### config.mk
export PLATFORM = sky130hd
export DESIGN_NAME = serial_mantissa_subtractor
export DESIGN_NICKNAME = d
export VERILOG_FILES = /design/src/rtl/serial_mantissa_subtractor.sv
export SDC_FILE = /design/constraint.sdc
export NUM_CORES = 1
export LEC_CHECK = 0
export BUFFER_PORTS_ARGS = -buffer_cell sky130_fd_sc_hd__buf_2
export CAP_MARGIN = 15
export CORE_ASPECT_RATIO = 1.2
export CORE_MARGIN = 3
export CORE_UTILIZATION = 30
export DETAILED_ROUTE_END_ITERATION = 6
export GPL_TIMING_DRIVEN = 1
export MAX_ROUTING_LAYER = met4
export PLACE_DENSITY = 0.46
export SYNTH_ARGS = -nofsm -noshare
export SYNTH_HDL_FRONTEND = slang
export SYNTH_SLANG_ARGS = --single-unit
### constraint.sdc
create_clock -name clock -period 4.2 [get_ports clock]
set_clock_uncertainty 0.2 [all_clocks]
set_input_delay 0.63 -clock clock [delete_from_list [all_inputs] [get_ports clock]]
set_output_delay 0.63 -clock clock [all_outputs]
set_load 0.1 [all_outputs]
### src/rtl/serial_mantissa_subtractor.sv
// Digit-serial ready/valid mantissa subtractor: a - b, CHUNK bits per cycle, LSB first.
// Optional build macro SUB_ABS_EN: on a negative result, re-negate serially to return |a - b|.
module serial_mantissa_subtractor #(
  parameter int WIDTH = 24,
  parameter int CHUNK = 8
) (
  input  logic             clock,
  input  logic             reset,
  input  logic             io_in_valid,
  output logic             io_in_ready,
  input  logic [WIDTH-1:0] io_in_a,
  input  logic [WIDTH-1:0] io_in_b,
  output logic             io_out_valid,
  input  logic             io_out_ready,
  output logic [WIDTH-1:0] io_out_d,
  output logic             io_out_b
);

  localparam int N     = WIDTH / CHUNK;
  localparam int IDX_W = (N > 1) ? $clog2(N) : 1;
  localparam logic [IDX_W-1:0] LAST = IDX_W'(N - 1);

  if (WIDTH % CHUNK != 0) begin : g_bad_chunk
    $error("serial_mantissa_subtractor: WIDTH must be a multiple of CHUNK");
  end

  typedef enum logic [1:0] {
    S_IDLE = 2'd0,
    S_RUN  = 2'd1,
`ifdef SUB_ABS_EN
    S_NEG  = 2'd3,
`endif
    S_DONE = 2'd2
  } state_t;

  state_t            state, state_next;
  logic [IDX_W-1:0]  idx;
  logic              borrow;
  logic [WIDTH-1:0]  a_reg, b_reg, res_reg;

  logic              accept, busy, last;
  logic [CHUNK-1:0]  min_chunk, sub_chunk, d_chunk;
  logic [CHUNK:0]    diff;
  logic              bo;
  logic [WIDTH+CHUNK-1:0] res_shift;
  logic [WIDTH-1:0]  res_next;

  assign accept = io_in_valid && io_in_ready;
  assign last   = (idx == LAST);
`ifdef SUB_ABS_EN
  assign busy   = (state == S_RUN) || (state == S_NEG);
`else
  assign busy   = (state == S_RUN);
`endif

  // One shared CHUNK-bit subtractor: a - b in RUN, 0 - r in NEG.
  // NOTE: every always_comb output gets a default first so no latch can be inferred.
  always_comb begin
    min_chunk = a_reg[CHUNK-1:0];
    sub_chunk = b_reg[CHUNK-1:0];
`ifdef SUB_ABS_EN
    if (state == S_NEG) begin
      min_chunk = '0;
      sub_chunk = res_reg[CHUNK-1:0];
    end
`endif
    diff      = {1'b0, min_chunk} - {1'b0, sub_chunk} - {{CHUNK{1'b0}}, borrow};
    d_chunk   = diff[CHUNK-1:0];
    bo        = diff[CHUNK];
    // New chunk enters at the top; after N shifts the first chunk sits at bit 0.
    res_shift = {d_chunk, res_reg} >> CHUNK;
    res_next  = res_shift[WIDTH-1:0];
  end

  // NOTE: sequential state uses non-blocking assignments only; reset here is synchronous.
  always_ff @(posedge clock) begin
    if (reset) state <= S_IDLE;
    else       state <= state_next;
  end

  always_comb begin
    state_next = state;
    case (state)
      S_IDLE: if (accept) state_next = S_RUN;
      S_RUN: begin
        if (last) begin
`ifdef SUB_ABS_EN
          state_next = bo ? S_NEG : S_DONE;
`else
          state_next = S_DONE;
`endif
        end
      end
`ifdef SUB_ABS_EN
      S_NEG:  if (last) state_next = S_DONE;
`endif
      S_DONE: if (io_out_ready) state_next = S_IDLE;
      default: state_next = S_IDLE;
    endcase
  end

  always_comb begin
    io_in_ready  = (state == S_IDLE);
    io_out_valid = (state == S_DONE);
  end

  // Chunk counter and borrow chain restart whenever a serial pass begins.
  always_ff @(posedge clock) begin
    if (reset) begin
      idx      <= '0;
      borrow   <= 1'b0;
      io_out_d <= '0;
      io_out_b <= 1'b0;
    end else begin
      if (busy && (state_next == state)) begin
        idx    <= idx + IDX_W'(1);
        borrow <= bo;
      end else begin
        idx    <= '0;
        borrow <= 1'b0;
      end
      if (busy && (state_next == S_DONE)) begin
        io_out_d <= res_next;
        io_out_b <= (state == S_RUN) ? bo : 1'b1;
      end
    end
  end

  // NOTE: operand/result shift registers carry no reset; they are always loaded before use.
  always_ff @(posedge clock) begin
    if (accept) begin
      a_reg <= io_in_a;
      b_reg <= io_in_b;
    end else if (state == S_RUN) begin
      a_reg <= a_reg >> CHUNK;
      b_reg <= b_reg >> CHUNK;
    end
    if (busy) res_reg <= res_next;
  end

endmodule

---- Yosys cells after proc, flatten, opt, wreduce, memory -nomap -nowiden ----
Cells that the tools add are included.
W data, S select, Z words.
operators by class
  add/subtract/negate cells ............... 3
  multiply operators ...................... 0
  divide/modulo/power cells ............... 0
  $lt $le $gt $ge ......................... 0
  eq/ne operators ......................... 5
  shift operators ......................... 0
  mux-type cells .......................... 9
  bitwise gates (word level) .............. 1
  reduce and logical (&&, ||, !) cells .... 6
operators by type and width
  operator               count
  $mux W24               4
  $sub A8 B8 Y9          1
  $sub A9 B1 Y9          1
  $eq A2 B2 Y1 const B   3
  $mux W2                3
  $pmux W2 S3            1
  $logic_and A1 B1 Y1    3
  $add A2 B1 Y2 const B  1
  $eq A2 B1 Y1 const B   1
  $eq A2 B2 Y1           1
  $logic_not A2 Y1       1
  $reduce_bool A2 Y1     1
  $reduce_or A2 Y1       1
  $mux W1                1
  $not A1 Y1             1
word-level totals
  register bits ........................... 102
  bits in latches ......................... 0
  memory bits (writable) .................. 0
  memory bits (read-only) ................. 0
  input port bits ......................... 52
  output and inout bits ................... 27
  word-level logic and storage cells ...... 32
  memories ................................ 0

---- Longest topological paths before layout ----
Gate-level depths: netlist of run 1.
  depth after elaboration ................. 8
  mapped depth ............................ 9
  gate-level depth less buffers ........... 9

---- Least setup slack after synthesis of run 1 ----
Ideal clock, no wire load.
  kind .................................... register -> register
  start point ............................. register state[0]
  end point ............................... register a_reg[0] (enable)
  setup time .............................. 0.413 ns
  arrival ................................. 2.008 ns
  required time ........................... 3.587 ns
  path slack .............................. 1.579 ns
  stages on the path, launching flop included .. 3
  path buffers ............................ 0
  period minus slack after synthesis ...... 2.621 ns
  path through ............................ dfxtp_1 > nor2b_4 > nand2b_1
on the way
  word-level cells in the longest chain between the ends .. 3
  elaborated cells between the ends (all ways) .. 4
  those cells by class .................... eq/ne: 1; reduce/logical: 3
ends and longest elaborated chain
  what                                     RTL line  text
  start, declared                          36        state_t state, state_next;
  start signal, assigned                   78        else state <= state_next;
  $logic_not A2 Y1                         103       io_in_ready = (state == S_IDLE);
  $logic_and A1 B1 Y1                      48        assign accept = io_in_valid && io_in_ready;
  $reduce_bool A2 Y1 (no source line) (*)  --
  end signal, assigned                     132       a_reg <= io_in_a;
  end signal, assigned                     135       a_reg <= a_reg >> CHUNK;
  end, declared                            39        logic [WIDTH-1:0] a_reg, b_reg, res_reg;
Mark *: on every way between the ends. The rest lies on a longest branch, timed or not.
A chain may end at the register's enable or synchronous reset.

---- Worst setup path in the final report of run 1 ----
  start point ............................. register state[1]
  end point ............................... output port io_in_ready
on the way
  word-level cells in the longest chain between the ends .. 1
ends and longest elaborated chain
  what              RTL line  text
  $logic_not A2 Y1  103
  end, declared     10        output logic io_in_ready,
No other way between the ends.

==> flow_summary_export.csv, run 1 <==
group,metric,value,unit
global_route,grt_pass1_vias,2630,
clock_tree,post_cts_resized,0,
sta,worstMarginPinSlew,0.926,ns
yosys,synth_top_family_by_area,"simple AND/OR/NAND/NOR gates",
clock_tree,cts_max_path_buffers,2,
clock_tree,htree_levels,3,
power_and_ir_drop,power.density,524,nW/um2
placement,dp_slack,1.52,ns
sta,finalMaxSlewViolations,0,
sta,max_freq,396,MHz
yosys,yosys_warnings,0,
yosys,syn_nets,449,
yosys,avgSynthCellArea,10.6,um2
floorplan,coreArea,12900,um2
sta,setup_tns,0,ns
cells_and_area,syn_to_final_growth,21.2,%
yosys,yosys.area.top_type_share,0.477,
yosys,synth-simple-area-share,0.200,
run_status,status,"finished clean",
clock_tree,cts_buffers,9,
sta,layout_min_cycle_time,2.52,ns
min_path,hold_path_class,"flip-flop to flip-flop",
drt,drt-wirelength-per-cell,12.0,um
power_and_ir_drop,leakagePower,2.15,nW
power_and_ir_drop,ir_drop,310,uV
cells_and_area,fin_cells,624,
yosys,ys_top_cells_by_area,"edfxtp_1, dfxtp_1, nand2_1",
setup_path,start_kind,"flip-flop",
yosys,ys_seq_area_frac,0.626,
clock_tree,cts_hold_buf,0,
yosys,synth_xor_area_frac,0.0193,
clock_tree,cts.sinks,94,
yosys,synth_compound_area_frac,0.0569,
drt,drt_iter0_drc,121,
floorplan,die_y,133,um
placement,io_buffers,78,
yosys,muxShareOfSynthArea,0,
floorplan,start_util,0.312,
drt,wl,7470,um
yosys,synth_cells,380,
cells_and_area,final_layout_size_suffix_gt1_frac,0.222,
power_and_ir_drop,p_total,2.56,mW
yosys,async_flop_share,0,
sta,post-route-period-util,0.601,
yosys,synth-edff-count,64,
placement,place.gp.congestion,0.708,
clock_tree,path_clk_slew,0.06,ns
yosys,synth_top_area_cell,"edfxtp_1",
setup_path,worst-path-max-fanout,19,
clock_tree,cts_tree,"built",
floorplan,rows,45,
floorplan,die_area,14900,um2
sta,max-slew-margin-rel,0.383,
clock_tree,ctsRootBufferMaster,"clkbuf_16",
global_route,grt-ovfl-total,0,
cells_and_area,final_nets,524,
yosys,ys.flop_type,"edfxtp_1",
floorplan,io_pins,79,
sta,rsz0062_at_grt,"no",
setup_path,crit_path_end_kind,"output port",
setup_path,critical_path_arrival,1.69,ns
drt,routed_via_density,4.34,
yosys,synth.distinct_cells,40,
cells_and_area,antenna_cells,0,
drt,detail_route.first_pass.iterations,4,
sta,finalWorstSetupSlack,1.68,ns
global_route,grt_pass1_wl,12300,um
clock_tree,insertion_delay,0.33,ns
setup_path,cp_data_required_time,3.37,ns
drt,ant_nets,0,
global_route,antenna_found_initial,0,
setup_path,crit_type,"flip-flop to output port",
yosys,ys_seq_elements,94,
global_route,grt_util_all_layers,0.107,
drt,vias,2711,
global_route,grt_max_degree,49,
clock_tree,postCtsSetupBuffers,0,
placement,dpl.hpwl,5230,um
yosys,synth_area,4030,um2
floorplan,die-width,112,um
yosys,synth.most_common_cell,"nand2_1",
sta,hold_viol_final,0,
yosys,synth_fa_ha_area_frac,0.0566,
flow_run,maxCapViolations,0,
sta,setup_viol,0,
drt,route.detailed.drc,0,
placement,post-place-cells,607,
yosys,synth_common_cells,"nand2_1, edfxtp_1, dfxtp_1, a21oi_1, inv_1",
[stage by stage]
| step | util | area (um2) | hold WS, ns |
|---|---|---|---|
| floorplan | - | 4030 | 0.193 |
| global placement | 0.353 | 4560 | 0.201 |
| detailed placement | 0.353 | 4560 | 0.207 |
| CTS | 0.377 | 4860 | 0.215 |
| global route | 0.379 | 4880 | 0.233 |
| finish | 0.379 | 4880 | 0.209 |
[final timing paths]
kind | startpoint | endpoint | slack [ns] | depth (start not counted)
worst max-delay path | state[1] | io_in_ready | 1.68 | 2
worst min-delay path | idx[0] | idx[0] | 0.21 | 1
worst max register to register | a_reg[0] | io_out_b | 1.78 | 7
worst min register to register | idx[0] | idx[0] | 0.21 | 1
[kinds of logic after synthesis]
group	after synthesis
adders and majority gates	17
buffers and inverters	38
xor gates and xnor gates	8
and+or+nand+nor	185
DFF	94
AOI/OAI and AO/OA	38
[where the power goes]
part           switching, mW  internal [mW]  total [mW]
registers             0.0392           1.17        1.21
logic                  0.311          0.202       0.513
clock network          0.318          0.514       0.833
[layout make-up]
cell class	instances	area, um2
Clock buffer	10	229
Clock inverter	6	76.3
Fill cell	1309	8010
Inverter	21	78.8
Multi-Input combinational cell	248	1340
Sequential cell	94	2520
Tap cell	164	205
Timing Repair Buffer	81	425
[layout by cell type (no fill, tap or decap), types with 2 or more instances in the layout]
| cell | Yosys | final |
|---|---|---|
| inv_1 | 21 | 21 |
| edfxtp_1 | 64 | 64 |
| clkbuf_16 | 0 | 9 |
| and3_1 | 16 | 16 |
| bufinv_16 | 0 | 2 |
| dfxtp_1 | 30 | 30 |
| ha_1 | 15 | 15 |
| a21o_1 | 3 | 3 |
| o211ai_1 | 3 | 3 |
| nand2b_1 | 3 | 2 |
| xor2_1 | 5 | 5 |
| clkinv_1 | 0 | 3 |
| buf_2 | 4 | 78 |
| o21ai_1 | 2 | 2 |
| nand2_1 | 143 | 143 |
| nor2_1 | 6 | 6 |
| nand3b_1 | 4 | 4 |
| fa_1 | 2 | 2 |
| buf_4 | 2 | 2 |
| xnor2_1 | 2 | 2 |
| a21oi_1 | 24 | 24 |
[worst max-delay path, cell delays in order, from the launching register on]
cell and delay, ns:
dfxtp_1 0.35, nor2_2 0.47, buf_2 0.53
[routing by layer]
layer	GRT usage	vias up	routed length, um
li1	-	1418	-
met1	0.130	1213	3380
met2	0.167	78	3580
met3	0.0398	2	478
met4	0.0304	0	30
met5	-	-	0
No activity file was read; power rests on OpenSTA's default activity.
==> run 2: changes to the inputs <==
--- a/config.mk
+++ b/config.mk
@@ -13,7 +13,7 @@
 export DETAILED_ROUTE_END_ITERATION = 6
 export GPL_TIMING_DRIVEN = 1
 export MAX_ROUTING_LAYER = met4
-export PLACE_DENSITY = 0.46
+export PLACE_DENSITY = 0.47
 export SYNTH_ARGS = -nofsm -noshare
 export SYNTH_HDL_FRONTEND = slang
 export SYNTH_SLANG_ARGS = --single-unit
==> constraint.sdc (replaced) <==
create_clock -name clock -period 2.2 [get_ports clock]
set_clock_uncertainty 0.2 [all_clocks]
set_input_delay 0.33 -clock clock [delete_from_list [all_inputs] [get_ports clock]]
set_output_delay 0.33 -clock clock [all_outputs]
set_load 0.1 [all_outputs]
==> flow_summary_export.csv, run 2 (same netlist as run 1, synthesis figures left out) <==
group,metric,value,unit
run_status,status,"finished, violations left",
run_status,violations,"negative setup slack",
cells_and_area,layout_common_cells,"nand2_1, buf_2, edfxtp_1, dfxtp_1, a21oi_1",
cells_and_area,utilization,0.392,
clock_tree,htree_levels,3,
floorplan,io_pins,79,
global_route,grt_pass1_vias,2819,
drt,route.detailed.drc,0,
setup_path,crit_type,"flip-flop to flip-flop",
cells_and_area,fin_cells,639,
flow_run,maxCapViolations,0,
setup_path,crit_path_end_kind,"flip-flop",
setup_path,reg2regPathDepth,7,
cells_and_area,multiInputGateArea,1440,um2
setup_path,rrSetupSlack,-0.11,ns
cells_and_area,final_nets,539,
floorplan,rows,45,
placement,dpl.hpwl,5780,um
setup_path,rr_endpoint,"io_out_d[21]",
global_route,grt_max_degree,42,
sta,layout_min_cycle_time,2.31,ns
power_and_ir_drop,ir_drop,364,uV
drt,vias,2766,
cells_and_area,syn_to_final_growth,25.5,%
drt,ant_nets,0,
cells_and_area,final_layout_size_suffix_gt1_frac,0.284,
power_and_ir_drop,p_sw,1.40,mW
cells_and_area,antenna_cells,0,
sta,finalMaxSlewViolations,0,
placement,post-place-cells,622,
drt,routed_via_density,4.33,
min_path,hp-start,"io_in_a[8]",
power_and_ir_drop,seqPwrFrac,0.468,
sta,max-slew-margin-rel,0.669,
clock_tree,cts_buffers,9,
min_path,hold_path_class,"primary input to flip-flop",
drt,drt_iter0_drc,102,
sta,hold_viol_final,0,
sta,max_freq,433,MHz
floorplan,coreArea,12900,um2
drt,detail_route.first_pass.iterations,4,
power_and_ir_drop,comb_power_share,0.254,
setup_path,cp_data_required_time,2.28,ns
min_path,min_path_cells,3,
floorplan,die_y,133,um
clock_tree,cts.sinks,94,
cells_and_area,fillers,1283,
clock_tree,path_clk_slew,0.06,ns
drt,drt-wirelength-per-cell,12.5,um
sta,rsz0062_at_grt,"yes",
setup_path,reg2reg_from,"a_reg[0]",
sta,worstMarginPinSlew,0.501,ns
power_and_ir_drop,leakagePower,2.22,nW
power_and_ir_drop,p_int,3.56,mW
global_route,antenna_found_initial,0,
power_and_ir_drop,p_total,4.96,mW
clock_tree,cts_tree,"built",
floorplan,die-width,112,um
setup_path,start_kind,"flip-flop",
clock_tree,insertion_delay,0.33,ns
sta,post-route-period-util,1.05,
sta,finalWorstSetupSlack,-0.111,ns
setup_path,critical_path_arrival,2.39,ns
global_route,grt-ovfl-total,0,
sta,setup_viol,6,
clock_tree,cts_max_path_buffers,2,
global_route,grt_pass1_wl,13500,um
power_and_ir_drop,power.density,981,nW/um2
cells_and_area,layout_commonest_cell,"nand2_1",
min_path,min_to,"a_reg[8]",
floorplan,start_util,0.312,
placement,io_buffers,78,
cells_and_area,regArea,2520,um2
drt,wl,7980,um
power_and_ir_drop,pwr-share-clk,0.279,
setup_path,startpoint,"a_reg[0]",
placement,place.gp.congestion,0.790,
setup_path,worst-path-max-fanout,3,
clock_tree,ctsRootBufferMaster,"clkbuf_16",
floorplan,die_area,14900,um2
power_and_ir_drop,sw_frac_of_total,0.282,
global_route,grt_util_all_layers,0.115,
==> run 2: cell types whose count changed in the layout (fill, tap and decap cells not counted), sizes merged <==
| cell | change |
|---|---|
| clkinvlp | +2 |
| clkbuf | -1 |
| bufinv | -2 |
| buf | +15 |
| clkinv | +1 |
==> run 2: layer usage <==
metal	wire [um]	up-vias	global-route usage
li1	-	1453	-
met4	104	0	0.0446
met3	346	9	0.0188
met1	3630	1236	0.145
met5	0	-	-
met2	3890	68	0.184
==> run 2: critical path, stage by stage, from the launching register on <==
cell	delay (ns)
edfxtp_1	0.41
fa_2	0.56
ha_1	0.16
o21ai_2	0.06
nand3b_1	0.18
a31oi_4	0.12
or4_1	0.48
nand3_1	0.09
==> run 2: final cells by class <==
type	instances	share of cell area
Clock buffer	9	0.0446
Clock inverter	7	0.00817
Inverter	21	0.0156
Multi-Input combinational cell	248	0.285
Sequential cell	94	0.499
Tap cell	164	0.0406
Timing Repair Buffer	96	0.106
==> run 2: power groups by stage <==
stage	clock network, mW	logic [mW]	registers (mW)
3_5_place_dp	0	1.10	2.36
2_1_floorplan	0	0.737	2.36
3_3_place_gp	0	1.08	2.35
6_report	1.38	1.26	2.32
5_1_grt	1.51	1.42	2.34
4_1_cts	1.43	1.17	2.32
==> run 2: worst max-delay path by stage <==
stage                         to  slack (ns)  cells after the start
floorplan           io_out_d[21]     -0.0005                      7
global placement    io_out_d[21]       -0.06                      7
detailed placement  io_out_d[21]       -0.13                      7
CTS                 io_out_d[21]       -0.08                      9
global route        io_out_d[21]       -0.19                      7
finish              io_out_d[21]       -0.11                      7
==> run 2: metrics by stage <==
stage | instance area (um2) | worst slack (ns) | hold slack, ns | setup TNS, ns
after global placement | 4690 | -0.0588 | 0.200 | -0.119
after floorplan | 4030 | -0.000533 | 0.193 | -0.000533
after detailed placement | 4690 | -0.125 | 0.216 | -0.361
after global routing | 5050 | -0.192 | 0.0642 | -1.09
final | 5050 | -0.111 | 0.0538 | -0.286
after CTS | 4990 | -0.0778 | 0.0414 | -0.139
==> run 2: what timing repair did <==
| item | 4_1_cts | 5_1_grt |
|---|---|---|
| cloned | 0 | 0 |
| gates resized for setup | 8 | 9 |
| pin swaps | 5 | 6 |
| endpoints found under the setup margin | 8 | 10 |
| setup buffers | 0 | 1 |
| hold buffers | 0 | 0 |
==> run 3: changes to the inputs <==
==> constraint.sdc (replaced) <==
create_clock -name clock -period 1.9 [get_ports clock]
set_clock_uncertainty 0.2 [all_clocks]
set_input_delay 0.285 -clock clock [delete_from_list [all_inputs] [get_ports clock]]
set_output_delay 0.285 -clock clock [all_outputs]
set_load 0.1 [all_outputs]
==> flow_summary_export.csv, run 3 (same netlist as run 1, synthesis figures left out) <==
group,metric,value,unit
floorplan,rows,45,
drt,wl,8030,um
floorplan,io_pins,79,
sta,whs,0.0149,ns
drt,drt-wirelength-per-cell,12.1,um
cells_and_area,final_nets,561,
placement,io_buffers,78,
sta,worstMarginPinSlew,0.498,ns
sta,setup_viol,13,
sta,post-route-period-util,1.18,
sta,max-slew-margin-rel,0.670,
clock_tree,ctsRootBufferMaster,"clkbuf_16",
global_route,grt_max_degree,34,
floorplan,die-width,112,um
setup_path,cp_data_required_time,1.98,ns
setup_path,start_kind,"flip-flop",
cells_and_area,fillers,1289,
setup_path,critical_path_arrival,2.33,ns
global_route,grt_pass1_wl,13400,um
drt,ant_nets,0,
clock_tree,cts.sinks,94,
power_and_ir_drop,leakagePower,2.36,nW
cells_and_area,layout_common_cells,"nand2_1, buf_2, edfxtp_1, dfxtp_1, buf_4",
placement,placed_cell_area,4820,um2
floorplan,die_y,133,um
setup_path,crit_path_end_kind,"flip-flop",
placement,place.gp.congestion,0.747,
sta,layout_min_cycle_time,2.25,ns
cells_and_area,layout_commonest_cell,"nand2_1",
drt,detail_route.first_pass.iterations,5,
cells_and_area,multiInputGateArea,1470,um2
clock_tree,htree_levels,3,
clock_tree,path_clk_slew,0.06,ns
drt,route.detailed.drc,0,
global_route,antenna_found_initial,0,
power_and_ir_drop,ir_drop,515,uV
setup_path,worst-path-max-fanout,3,
sta,finalWorstSetupSlack,-0.348,ns
min_path,hold_path_class,"primary input to flip-flop",
global_route,grt_pass1_vias,2856,
placement,dpl.hpwl,5810,um
power_and_ir_drop,power.density,1150,nW/um2
sta,setup_tns,-2.73,ns
clock_tree,cts_tree,"built",
clock_tree,cts_buffers,9,
drt,drt_iter0_drc,78,
placement,dp_slack,-0.386,ns
setup_path,crit_type,"flip-flop to flip-flop",
cells_and_area,syn_to_final_growth,32.9,%
cells_and_area,regArea,2520,um2
global_route,grt-ovfl-total,0,
sta,rsz0062_at_grt,"yes",
run_status,violations,"negative setup slack",
sta,hold_viol_final,0,
drt,vias,2917,
cells_and_area,final_layout_size_suffix_gt1_frac,0.298,
cells_and_area,antenna_cells,0,
global_route,grt_util_all_layers,0.118,
sta,finalMaxSlewViolations,0,
flow_run,maxCapViolations,0,
clock_tree,insertion_delay,0.34,ns
sta,max_freq,445,MHz
cells_and_area,fin_area,5350,um2
floorplan,start_util,0.312,
floorplan,die_area,14900,um2
drt,routed_via_density,4.41,
clock_tree,cts_max_path_buffers,2,
run_status,status,"finished, violations left",
floorplan,coreArea,12900,um2
run 3: cell types whose count changed in the layout (fill, tap and decap cells not counted), moves of 2 or more:
cell and delta:
xor2_2 +2, clkinvlp_4 -2, ha_4 +2, buf_12 +2
bufinv_16 +2, dlygate4sd3_1 +12, xor2_1 -2, buf_4 +8
run 3: power by group:
group	leakage (nW)	internal (mW)	switching (mW)	total, mW
Sequential	0.882	2.59	0.0891	2.68
Combinational	1.33	0.774	0.822	1.60
Clock	0.149	1.14	0.729	1.87
run 3: metal layers:
layer | GRT usage | share of wire | vias up
li1 | - | - | 1493
met1 | 0.139 | 0.45 | 1330
met2 | 0.187 | 0.48 | 78
met3 | 0.0247 | 0.049 | 16
met4 | 0.0649 | 0.025 | 0
met5 | - | 0 | -
run 3: stage by stage:
step / total power [mW] / instances / utilization
2_1_floorplan: 3.64 / 380 / -
3_3_place_gp: 4.14 / 632 / 0.374
3_5_place_dp: 4.16 / 632 / 0.374
4_1_cts: 6.17 / 661 / 0.412
5_1_grt: 6.52 / 661 / 0.415
6_report: 6.14 / 661 / 0.415
run 3: final cells by class:
| type | instances | area share |
|---|---|---|
| Timing Repair Buffer | 118 | 0.143 |
| Multi-Input combinational cell | 248 | 0.275 |
| Inverter | 21 | 0.0147 |
| Clock buffer | 10 | 0.0428 |
| Tap cell | 164 | 0.0384 |
| Clock inverter | 6 | 0.0143 |
| Sequential cell | 94 | 0.472 |
run 3: what timing repair did:
item	in CTS	in global routing
hold buffers	12	0
endpoints found under the hold margin	12	0
resized for setup	12	5
pin swaps	5	3
setup buffers	1	1
setup endpoints to repair	14	15
run 3: path summary, 6_finish.rpt:
| path | from | end | slack (ns) | cells after the start |
|---|---|---|---|---|
| worst max-delay path | a_reg[0] | io_out_d[21] | -0.35 | 7 |
| worst min register to register | idx[0] | idx[0] | 0.21 | 1 |
| worst max register to register | a_reg[0] | io_out_d[21] | -0.35 | 7 |
| worst min-delay path | io_in_b[8] | b_reg[8] | 0.01 | 3 |
run 3: worst max-delay path, stage by stage (launching register included):
cell      delay, ns
edfxtp_1       0.39
fa_2           0.55
ha_1           0.16
o21ai_2        0.05
nand3b_1       0.14
a31oi_2        0.13
or4_1          0.48
nand3_1        0.09
